## src/rtl/mcycle_unit_pkg.sv

```systemverilog
// mcycle_pkg: op codes, FSM state encodings and counter sizing shared by the
// multi-cycle multiply/divide unit, its interface and its testbench.
// Latency: n/a (declarations only). Backpressure: n/a.
// Contents: mc_op_t, mc_state_t, MC_WIDTH, MC_CNT_W, helper functions.
package mcycle_pkg;

  // Default operand width and iteration-counter width derived from it.
  localparam int MC_WIDTH = 32;
  localparam int MC_CNT_W = $clog2(MC_WIDTH);

  typedef enum logic [1:0] {
    MC_MULU = 2'b00,
    MC_MULS = 2'b01,
    MC_DIVU = 2'b10,
    MC_DIVS = 2'b11
  } mc_op_t;

  typedef enum logic [1:0] {
    MC_IDLE    = 2'd0,
    MC_COMPUTE = 2'd1,
    MC_DONE    = 2'd2
  } mc_state_t;

  // Counter width for an arbitrary WIDTH; never narrower than one bit.
  function automatic int mc_cnt_w(input int w);
    return (w > 1) ? $clog2(w) : 1;
  endfunction

  function automatic logic mc_is_div(input mc_op_t op);
    return (op == MC_DIVU) || (op == MC_DIVS);
  endfunction

  function automatic logic mc_is_signed(input mc_op_t op);
    return (op == MC_MULS) || (op == MC_DIVS);
  endfunction

endpackage

```

## src/rtl/mcycle_unit_if.sv

```systemverilog
// mcycle_unit_if: execute-stage start/result bundle for the multi-cycle unit.
// Latency: n/a (wires only). Backpressure: Busy is the stall towards the pipe.
// Ports: MStart/MCycleOp/Operand1/Operand2 from the stage (master),
//        Result1/Result2/Busy/Done from the unit (slave).
interface mcycle_unit_if
  import mcycle_pkg::*;
#(
  parameter int WIDTH = MC_WIDTH
);

  logic             MStart;
  mc_op_t           MCycleOp;
  logic [WIDTH-1:0] Operand1;
  logic [WIDTH-1:0] Operand2;
  logic [WIDTH-1:0] Result1;
  logic [WIDTH-1:0] Result2;
  logic             Busy;
  logic             Done;

  modport master (
    output MStart, MCycleOp, Operand1, Operand2,
    input  Result1, Result2, Busy, Done
  );

  modport slave (
    input  MStart, MCycleOp, Operand1, Operand2,
    output Result1, Result2, Busy, Done
  );

endinterface

```

## src/rtl/mcycle_unit_cond_negate.sv

```systemverilog
// cond_negate: two's-complement i_val when i_neg is set, else pass through.
// Latency: combinational. Backpressure: none.
// Ports: i_neg (negate select), i_val (W-bit input), o_val (W-bit output).
module cond_negate #(
  parameter int W = 32
) (
  input  logic         i_neg,
  input  logic [W-1:0] i_val,
  output logic [W-1:0] o_val
);

  assign o_val = i_neg ? (~i_val + W'(1)) : i_val;

endmodule

```

## src/rtl/mcycle_unit.sv

```systemverilog
// mcycle_unit: multi-cycle shift-add multiply / restoring divide responder.
// Latency: Done in cycle T+WIDTH+1 after a start in cycle T (divide ops finish
//   at T+1 with zero results when MCYCLE_DIV_EN is not defined).
// Backpressure: Busy (combinational in the start cycle) stalls the pipeline.
// Ports: CLK, Reset (sync, active-high), mc (mcycle_unit_if.slave).
// Optional feature: define MCYCLE_DIV_EN to build the divide datapath.
module mcycle_unit
  import mcycle_pkg::*;
#(
  parameter int WIDTH = MC_WIDTH
) (
  input  logic          CLK,
  input  logic          Reset,
  mcycle_unit_if.slave  mc
);

  localparam int CNT_W = mc_cnt_w(WIDTH);
  localparam int W2    = 2 * WIDTH;

  // ---------------------------------------------------------------------------
  // State
  // ---------------------------------------------------------------------------
  mc_state_t        r_state;
  logic [CNT_W-1:0] r_cnt;
  // Mul: {partial product, multiplier being shifted out}.
  // Div: {partial remainder, dividend shifting into quotient}.
  logic [W2-1:0]    r_acc;
  // Multiplicand magnitude (mul) or divisor magnitude (div).
  logic [WIDTH-1:0] r_opb;
  // Product / quotient sign: operand signs differ on a signed op.
  logic             r_neg_res;
  logic [WIDTH-1:0] r_res1;
  logic [WIDTH-1:0] r_res2;
  logic             r_done;
`ifdef MCYCLE_DIV_EN
  logic             r_is_div;
  logic             r_rem_neg;
  logic             r_div0;
`endif

  // ---------------------------------------------------------------------------
  // Start-cycle decode and operand magnitudes
  // ---------------------------------------------------------------------------
  logic             w_is_div_op;
  logic             w_signed_op;
  logic             w_neg1;
  logic             w_neg2;
  logic [WIDTH-1:0] w_mag1;
  logic [WIDTH-1:0] w_mag2;
  logic [W2-1:0]    w_acc_init;
  logic [WIDTH-1:0] w_opb_init;
  logic             w_fast_done;
  logic             w_last;

  assign w_is_div_op = mc_is_div(mc.MCycleOp);
  assign w_signed_op = mc_is_signed(mc.MCycleOp);
  assign w_neg1      = w_signed_op & mc.Operand1[WIDTH-1];
  assign w_neg2      = w_signed_op & mc.Operand2[WIDTH-1];
  assign w_last      = (r_cnt == CNT_W'(WIDTH - 1));

  cond_negate #(.W(WIDTH)) u_mag1 (
    .i_neg (w_neg1),
    .i_val (mc.Operand1),
    .o_val (w_mag1)
  );

  cond_negate #(.W(WIDTH)) u_mag2 (
    .i_neg (w_neg2),
    .i_val (mc.Operand2),
    .o_val (w_mag2)
  );

  always_comb begin
    // Multiply: multiplier sits in the low half and is consumed LSB first.
    w_acc_init = {{WIDTH{1'b0}}, w_mag2};
    w_opb_init = w_mag1;
`ifdef MCYCLE_DIV_EN
    // Divide: dividend sits in the low half and is consumed MSB first.
    if (w_is_div_op) begin
      w_acc_init = {{WIDTH{1'b0}}, w_mag1};
      w_opb_init = w_mag2;
    end
`endif
  end

`ifdef MCYCLE_DIV_EN
  assign w_fast_done = 1'b0;
`else
  // Without divide hardware a divide op skips COMPUTE entirely.
  assign w_fast_done = w_is_div_op;
`endif

  // ---------------------------------------------------------------------------
  // Per-iteration datapath
  // ---------------------------------------------------------------------------
  logic [WIDTH:0]   w_mul_hi;
  logic [W2-1:0]    w_mul_nxt;
  logic [W2-1:0]    w_prod;
  logic [W2-1:0]    w_acc_nxt;
  logic [WIDTH-1:0] w_res1;
  logic [WIDTH-1:0] w_res2;

  // Add multiplicand into the high half when the current multiplier bit is
  // set, then shift the whole accumulator right by one (carry included).
  assign w_mul_hi  = {1'b0, r_acc[W2-1:WIDTH]} + (r_acc[0] ? {1'b0, r_opb} : '0);
  assign w_mul_nxt = {w_mul_hi, r_acc[WIDTH-1:1]};

  // Sign fix is applied to the value being written on the final iteration.
  cond_negate #(.W(W2)) u_prod_sign (
    .i_neg (r_neg_res),
    .i_val (w_mul_nxt),
    .o_val (w_prod)
  );

`ifdef MCYCLE_DIV_EN
  logic [WIDTH:0]   w_trial;
  logic [WIDTH:0]   w_diff;
  logic             w_ge;
  logic [W2-1:0]    w_div_nxt;
  logic [WIDTH-1:0] w_quo;
  logic [WIDTH-1:0] w_rem;

  // Shift the next dividend bit into the partial remainder and try the
  // subtraction; keep it only when it does not go negative.
  assign w_trial   = r_acc[W2-1:WIDTH-1];
  assign w_diff    = w_trial - {1'b0, r_opb};
  assign w_ge      = (w_trial >= {1'b0, r_opb});
  assign w_div_nxt = {(w_ge ? w_diff[WIDTH-1:0] : w_trial[WIDTH-1:0]),
                      r_acc[WIDTH-2:0], w_ge};

  cond_negate #(.W(WIDTH)) u_quo_sign (
    .i_neg (r_neg_res),
    .i_val (w_div_nxt[WIDTH-1:0]),
    .o_val (w_quo)
  );

  cond_negate #(.W(WIDTH)) u_rem_sign (
    .i_neg (r_rem_neg),
    .i_val (w_div_nxt[W2-1:WIDTH]),
    .o_val (w_rem)
  );
`endif

  always_comb begin
    w_acc_nxt = w_mul_nxt;
    w_res1    = w_prod[WIDTH-1:0];
    w_res2    = w_prod[W2-1:WIDTH];
`ifdef MCYCLE_DIV_EN
    if (r_is_div) begin
      w_acc_nxt = w_div_nxt;
      // A zero divisor already yields an all-ones magnitude quotient and the
      // dividend as remainder; only the quotient sign fix must be bypassed.
      w_res1    = r_div0 ? '1 : w_quo;
      w_res2    = w_rem;
    end
`endif
  end

  // ---------------------------------------------------------------------------
  // FSM with registered results and Done
  // ---------------------------------------------------------------------------
  always_ff @(posedge CLK) begin
    if (Reset) begin
      r_state   <= MC_IDLE;
      r_cnt     <= '0;
      r_acc     <= '0;
      r_opb     <= '0;
      r_neg_res <= 1'b0;
      r_res1    <= '0;
      r_res2    <= '0;
      r_done    <= 1'b0;
`ifdef MCYCLE_DIV_EN
      r_is_div  <= 1'b0;
      r_rem_neg <= 1'b0;
      r_div0    <= 1'b0;
`endif
    end else begin
      case (r_state)
        MC_IDLE, MC_DONE: begin
          r_done <= 1'b0;
          if (mc.MStart) begin
            if (w_fast_done) begin
              r_state <= MC_DONE;
              r_done  <= 1'b1;
              r_res1  <= '0;
              r_res2  <= '0;
            end else begin
              r_state   <= MC_COMPUTE;
              r_cnt     <= '0;
              r_acc     <= w_acc_init;
              r_opb     <= w_opb_init;
              r_neg_res <= w_neg1 ^ w_neg2;
`ifdef MCYCLE_DIV_EN
              r_is_div  <= w_is_div_op;
              r_rem_neg <= w_neg1;
              r_div0    <= (mc.Operand2 == '0);
`endif
            end
          end else begin
            r_state <= MC_IDLE;
          end
        end

        MC_COMPUTE: begin
          // MStart is deliberately not looked at here.
          r_acc <= w_acc_nxt;
          r_cnt <= r_cnt + CNT_W'(1);
          if (w_last) begin
            r_state <= MC_DONE;
            r_done  <= 1'b1;
            r_res1  <= w_res1;
            r_res2  <= w_res2;
          end
        end

        default: begin
          r_state <= MC_IDLE;
          r_done  <= 1'b0;
        end
      endcase
    end
  end

  // Busy must rise in the start cycle itself so the stall is not late.
  assign mc.Busy    = (mc.MStart & (r_state != MC_COMPUTE)) | (r_state == MC_COMPUTE);
  assign mc.Done    = r_done;
  assign mc.Result1 = r_res1;
  assign mc.Result2 = r_res2;

endmodule

```

## src/flat_wrapper.sv

```systemverilog
// flat-port wrapper written by rule: the top's interface ports become plain ports
module mcycle_unit_flat import mcycle_pkg::*;
#(
  parameter int WIDTH = MC_WIDTH
)
  (CLK, Reset, mc_MStart, mc_MCycleOp, mc_Operand1, mc_Operand2, mc_Result1, mc_Result2, mc_Busy, mc_Done);
  mcycle_unit_if #(.WIDTH(WIDTH)) mc_i ();
  input  logic CLK;
  input  logic Reset;
  input wire logic [$bits(mc_i.MStart)-1:0] mc_MStart;
  input wire logic [$bits(mc_i.MCycleOp)-1:0] mc_MCycleOp;
  input wire logic [$bits(mc_i.Operand1)-1:0] mc_Operand1;
  input wire logic [$bits(mc_i.Operand2)-1:0] mc_Operand2;
  output wire logic [$bits(mc_i.Result1)-1:0] mc_Result1;
  output wire logic [$bits(mc_i.Result2)-1:0] mc_Result2;
  output wire logic [$bits(mc_i.Busy)-1:0] mc_Busy;
  output wire logic [$bits(mc_i.Done)-1:0] mc_Done;
  assign mc_i.MStart = mc_MStart;
  assign mc_i.MCycleOp = mc_MCycleOp;
  assign mc_i.Operand1 = mc_Operand1;
  assign mc_i.Operand2 = mc_Operand2;
  assign mc_Result1 = mc_i.Result1;
  assign mc_Result2 = mc_i.Result2;
  assign mc_Busy = mc_i.Busy;
  assign mc_Done = mc_i.Done;
  mcycle_unit #(.WIDTH(WIDTH)) u_core (.CLK(CLK), .Reset(Reset), .mc(mc_i));
endmodule
```

## config.mk

```make
export PLATFORM = sky130hd
export DESIGN_NAME = mcycle_unit_flat
export DESIGN_NICKNAME = d
export VERILOG_FILES = /design/src/rtl/mcycle_unit_pkg.sv /design/src/rtl/mcycle_unit_if.sv /design/src/rtl/mcycle_unit_cond_negate.sv /design/src/rtl/mcycle_unit.sv /design/src/flat_wrapper.sv
export SDC_FILE = /design/constraint.sdc
export NUM_CORES = 1
export LEC_CHECK = 0
export ABC_AREA = 1
export CAP_MARGIN = 40
export CORE_MARGIN = 8
export CORE_UTILIZATION = 35
export DETAILED_ROUTE_END_ITERATION = 8
export GPL_TIMING_DRIVEN = 0
export PLACE_DENSITY = 0.5
export SLEW_MARGIN = 20
export SYNTH_ARGS = -nofsm -noshare
export SYNTH_HDL_FRONTEND = slang
export SYNTH_SLANG_ARGS = --single-unit
```

## constraint.sdc

```tcl
create_clock -name CLK -period 8.4 [get_ports CLK]
set_clock_uncertainty 0.2 [all_clocks]
set_input_delay 0.84 -clock CLK [delete_from_list [all_inputs] [get_ports CLK]]
set_output_delay 0.84 -clock CLK [all_outputs]
set_load 0.005 [all_outputs]
```

Word-level counts from Yosys, hierarchy flattened
Cells that the tools add are included.
Widths: inputs -> output; s select.
{"block": "classes", "add_sub_neg": 5, "n_eq_ne": 11, "n_mux": 24, "bitwise_logic": 9, "n_reduce_logical": 8}
{"operator": "$mux 32", "n": 7}
{"operator": "$mux 64", "n": 3}
{"operator": "$pmux 32 s2", "n": 2}
{"operator": "$pmux 64 s2", "n": 1}
{"operator": "$add 32x1->32 const B", "n": 2}
{"operator": "$add 64x1->64 const B", "n": 1}
{"operator": "$not 32->32", "n": 2}
{"operator": "$not 64->64", "n": 1}
{"operator": "$add 32x33->33", "n": 1}
{"operator": "$mux 5", "n": 2}
{"operator": "$pmux 5 s2", "n": 1}
{"operator": "$eq 2x2->1 const B", "n": 3}
{"operator": "$mux 2", "n": 3}
{"operator": "$ne 2x1->1 const B", "n": 3}
{"operator": "$reduce_and 3->1", "n": 2}
{"operator": "$add 5x1->5 const B", "n": 1}
{"operator": "$eq 5x5->1 const B", "n": 1}
{"operator": "$eq 2x1->1 const B", "n": 2}
{"operator": "$ne 2x2->1 const B", "n": 2}
{"operator": "$pmux 2 s2", "n": 1}
{"operator": "$reduce_and 4->1", "n": 1}
{"operator": "$and 1x1->1", "n": 3}
{"operator": "$mux 1", "n": 3}
{"operator": "$logic_not 2->1", "n": 1}
{"operator": "7 further kinds", "n": 8}
{"block": "totals", "ff_bits": 169, "input_bits": 69, "out_inout_bits": 66, "elab_cells": 65}

Depth between registers and ports, before layout
{"block": "logic_depth", "word_depth": 7, "mapped_depth": 26, "mapped_depth_nobuf": 24}

Cells and area by module
Synthesis repeated with hierarchy kept, for this count alone.
{"block": "hier_totals", "cells_unflattened": 2263, "area_unflattened_um2": 13480.4}
{"mod": "mcycle_unit", "n_inst": 1, "cells_each": 1311, "area_each_um2": 8797.2, "seq_area_each_um2": 3363.2}
{"mod": "cond_negate (u_core.u_prod_sign)", "n_inst": 1, "cells_each": 498, "area_each_um2": 2466.1, "seq_area_each_um2": 0.0}
{"mod": "cond_negate (u_core.u_mag1 ...)", "n_inst": 2, "cells_each": 227, "area_each_um2": 1108.6, "seq_area_each_um2": 0.0}

Least setup slack after synthesis
Ideal clock, no wire load.
{"block": "synth_path", "kind": "reg-to-reg", "start": "register u_core.r_acc[0]", "end": "register u_core.r_res2[17], in the netlist u_core.mc.Result2[17]", "setup_time_ps": 67, "arrival_ps": 2758, "required_ps": 8133, "slack_ps": 5375, "stages_incl_launch_ff": 19, "n_path_buf": 2, "synth_period_minus_slack_ps": 3025, "cell_sequence": "dfxtp_1 > clkbuf_1 > clkbuf_1 > nand2_1 > inv_1 > ha_1 > fa_1 > inv_1 > nand2_1 > nor3_1 > nand3_1 > nor2_2 > nand3_1 > nand2_1 > nand2_1 > nor2_2 > xor2_1 > nand2_1 > a21oi_2"}
{"block": "synth_between", "elab_chain_cells": 7}
{"item": "start: declaration", "line": "mcycle_unit.sv:27", "rtl": "logic [W2-1:0] r_acc;"}
{"item": "start signal: assignment", "line": "mcycle_unit.sv:190", "rtl": "r_acc <= w_acc_init;"}
{"item": "start signal: assignment", "line": "mcycle_unit.sv:206", "rtl": "r_acc <= w_acc_nxt;"}
{"item": "$mux 32 *", "line": "mcycle_unit.sv:105", "rtl": "assign w_mul_hi = {1'b0, r_acc[W2-1:WIDTH]} + (r_acc[0] ? {1'b0, r_opb} : '0);"}
{"item": "$add 32x33->33 *", "line": "mcycle_unit.sv:105"}
{"item": "$not 64->64", "line": "mcycle_unit_cond_negate.sv:12", "rtl": "assign o_val = i_neg ? (~i_val + W'(1)) : i_val;"}
{"item": "$add 64x1->64", "line": "mcycle_unit_cond_negate.sv:12"}
{"item": "$mux 64 *", "line": "mcycle_unit_cond_negate.sv:12"}
{"item": "$mux 32 *", "line": "mcycle_unit.sv:208", "rtl": "if (w_last) begin"}
{"item": "$pmux 32 s2 *", "line": "mcycle_unit.sv:178", "rtl": "case (r_state)"}
{"item": "end signal: assignment", "line": "mcycle_unit.sv:212", "rtl": "r_res2 <= w_res2;"}
{"item": "end: declaration", "line": "mcycle_unit.sv:33", "rtl": "logic [WIDTH-1:0] r_res2;"}
Every way passes the cells marked *; elsewhere a longest branch is shown, timed or not. The select of a mux whose other input is x is not followed.
A chain may end at the register's enable or synchronous reset.

Final worst setup path
{"block": "layout_path", "start": "register u_core.r_acc[0]", "end": "register u_core.r_res2[30], in the netlist u_core.mc.Result2[30]"}
Same word-level chain as after synthesis.

==> reports/results.ini <==
[layout]
fill_cells=3964
final_common_cell=nand2_1
final_core_util_pct=42.5
layout_common_cells=708 x nand2_1, 281 x inv_1, 169 x nor2_1, 168 x dfxtp_1, 161 x a21oi_1
fin_nets=2364
syn2layout_area_growth_pct=20.3
multi_input_area_mm2=0.00772
drive_above_1_share_pct=6.08
n_antenna_cell=0
seq_area_mm2=0.00336
final_cells=2731
final_cell_area_mm2=0.0151

[drt]
viasPerCell=5.01
drcViolationCount=0
vias=13700
dr.pass1.iters=6
drt_iter0_drc=967
wirelength_um=48400
ant_nets=0
wl_per_cell_um=17.7

[die]
die_area_mm2=0.0421
coreArea_mm2=0.0354
io_pins=135
start_util_pct=35.4
rows=69
die_h_um=205
die_x_um=205

[sta]
fmax_mhz=251
maxSlewHeadroom_pct=44.0
hold_slack_ns=0.265
finalSetupTns_ns=0
layout_min_cycle_time_ns=3.98
rsz0062_at_grt=false
setup_viol_count_final=0
worstMarginPinSlew_ns=0.840
final.period_utilization_pct=47.4
hold_viol=0
setup_slack_ns=4.42
slew_violations=0

[run_status]
outcome=complete, no violations

[yosys]
synth-compound-area-share_pct=14.7
yosys_warnings=0
seq_area_frac_synth_pct=26.9
yosys-top-cells-area=dfxtp_1 27%, nand2_1 21%, inv_1 8.4%
synth_nets=2210
synth_cell_types=49
synthArstFlopShare_pct=0
synthXorXnorAreaFrac_pct=2.80
synth_fa_ha_area_share_pct=3.86
synth_top_area_share_pct=26.9
synth_seq_cells=168
synthSimpleGateAreaFrac_pct=40.4
synth_top_family_by_area=simple AND/OR/NAND/NOR gates
syn_area_per_cell_um2=5.95
synthMuxAreaShare_pct=0
synth-edff-count=0
synth_top_flop_cell=dfxtp_1
netlist_instances=2103
syn-cell-area_mm2=0.0125
synth_top_cell_by_area=dfxtp_1

[clock_tree]
clock_path_buffers=2
clk_latency_ns=0.44
postCtsResizedCells=0
cts_sinks=168
cts_made_buffers=17
post-cts-setup-buffers=0
h-tree-depth=4
clkTransAtPathRegs_ns=0.08
postCtsHoldBufs=0
tritoncts=built
root_buffer=clkbuf_16

[power]
p_sw_share_pct=31.9
p_leak_nw=7.00
pwr-share-seq_pct=40.3
p_int_mw=1.43
ir_worst_vdd_mv=0.0969
p_sw_uw=668
comb_power_share_pct=18.6
clockPowerShare_pct=41.1
total_power_mw=2.09
p_per_area_mw_per_mm2=139

[worst_setup_path]
crit_required_ns=8.57
crit_type=reg2reg
arrival_ns=4.15
start_kind=flip-flop
path_max_fanout=10
worst_setup_path_end_kind=flip-flop

[grt]
grt_max_degree=17
grt_pass1_wl_um=75800
antenna_found_initial=0
grt_overflow_total=0
grt_pass1_vias=13200
grt_use_total_pct=23.0

[place]
dpl.cell_count=2699
portBuffers=133
place_hpwl_um=40000
gp_congestion=0.911
placed_cell_area_mm2=0.0144
dp_slack_ns=4.39

[hold_path]
hold_path.class=reg2reg

[flow_run]
maxCapViolations=0

## worst max-delay path, stage by stage (launching register included)
cell and delay, ns:
dfxtp_1 0.30, clkbuf_1 0.17, clkbuf_1 0.25, nand2_1 0.12, inv_1 0.08, ha_1 0.25, fa_1 0.47, nand3_1 0.15
nand3_2 0.15, nand2_1 0.12, nand3_1 0.19, nand2_1 0.11, nand2_1 0.17, inv_2 0.14, nand2_1 0.05, nor2_1 0.16
nand3_2 0.16, inv_1 0.09, nand2_1 0.10, nand2_1 0.11, nand2_1 0.05, nand2_1 0.06, nand3_1 0.11, a21oi_1 0.14
## registers in the layout, summed over array words and instances, names as in the netlist
name and cells:
u_core.mc.Done 1, u_core.mc.Result1 32, u_core.mc.Result2 32, u_core.r_acc 64, u_core.r_cnt 5, u_core.r_neg_res 1
u_core.r_opb 32, u_core.r_state 1
## kinds of logic after synthesis
kind of cell               count (synthesis)
adders and majority gates                 38
buffers and inverters                    366
xor gates and xnor gates                  40
DFF                                      168
AOI/OAI and AO/OA                        329
and+or+nand+nor                         1162
## synth_stat cells, types with 5 or more instances
| cell | number |
|---|---|
| a21boi_0 | 12 |
| a21oi_1 | 161 |
| a31oi_1 | 27 |
| clkbuf_1 | 58 |
| dfxtp_1 | 168 |
| ha_1 | 37 |
| inv_1 | 281 |
| inv_2 | 9 |
| nand2_1 | 708 |
| nand2_2 | 24 |
| nand3_1 | 129 |
| nand3_2 | 12 |
| nand3b_1 | 19 |
| nand4_1 | 24 |
| nor2_1 | 169 |
| nor2_2 | 17 |
| nor2_4 | 5 |
| nor3_1 | 19 |
| nor3_2 | 6 |
| nor4_1 | 9 |
| o211ai_1 | 7 |
| o21ai_0 | 80 |
| o21ai_1 | 7 |
| o21bai_1 | 6 |
| o221ai_1 | 7 |
| o22ai_1 | 6 |
| or2_2 | 10 |
| xnor2_1 | 10 |
| xor2_1 | 30 |
## final timing paths
| path | start | to | slack (ns) | cells after the start |
|---|---|---|---|---|
| max | u_core.r_acc[0]$_SDFFE_PP0P_ | u_core.mc.Result2[30]$_SDFFE_PP0P_ | 4.42 | 23 |
| min | u_core.mc.Result2[22]$_SDFFE_PP0P_ | u_core.mc.Result2[22]$_SDFFE_PP0P_ | 0.27 | 2 |
| max reg2reg | u_core.r_acc[0]$_SDFFE_PP0P_ | u_core.mc.Result2[30]$_SDFFE_PP0P_ | 4.42 | 23 |
| min reg2reg | u_core.mc.Result2[22]$_SDFFE_PP0P_ | u_core.mc.Result2[22]$_SDFFE_PP0P_ | 0.27 | 2 |
## final cells by class
type,instances,share of cell area (%)
clock buffers,18,2.85
plain buffers,74,2.23
repair buffers,135,8.96
multi-input cells,1569,51.3
flip-flops and latches,168,22.3
clock inverters,14,1.25
inverters,292,7.28
well taps,461,3.83
## power by group through the flow
stage	clock (mW)	combinational (mW)	sequential [mW]
finish	0.860	0.390	0.844
floorplan	0	0.243	0.850
CTS	0.874	0.387	0.843
detailed placement	0	0.385	0.861
global placement	0	0.384	0.861
global route	0.907	0.435	0.846
## per-layer routing
layer  global-route usage (%)  wire, um  vias to the layer above
li1                         -         -                     7028
met1                     33.6     24300                     6274
met2                     35.4     20700                      352
met3                     2.83      2610                       40
met4                     5.51       805                        0
met5                        0         0                        -
Power figures use the tool's default switching activity.
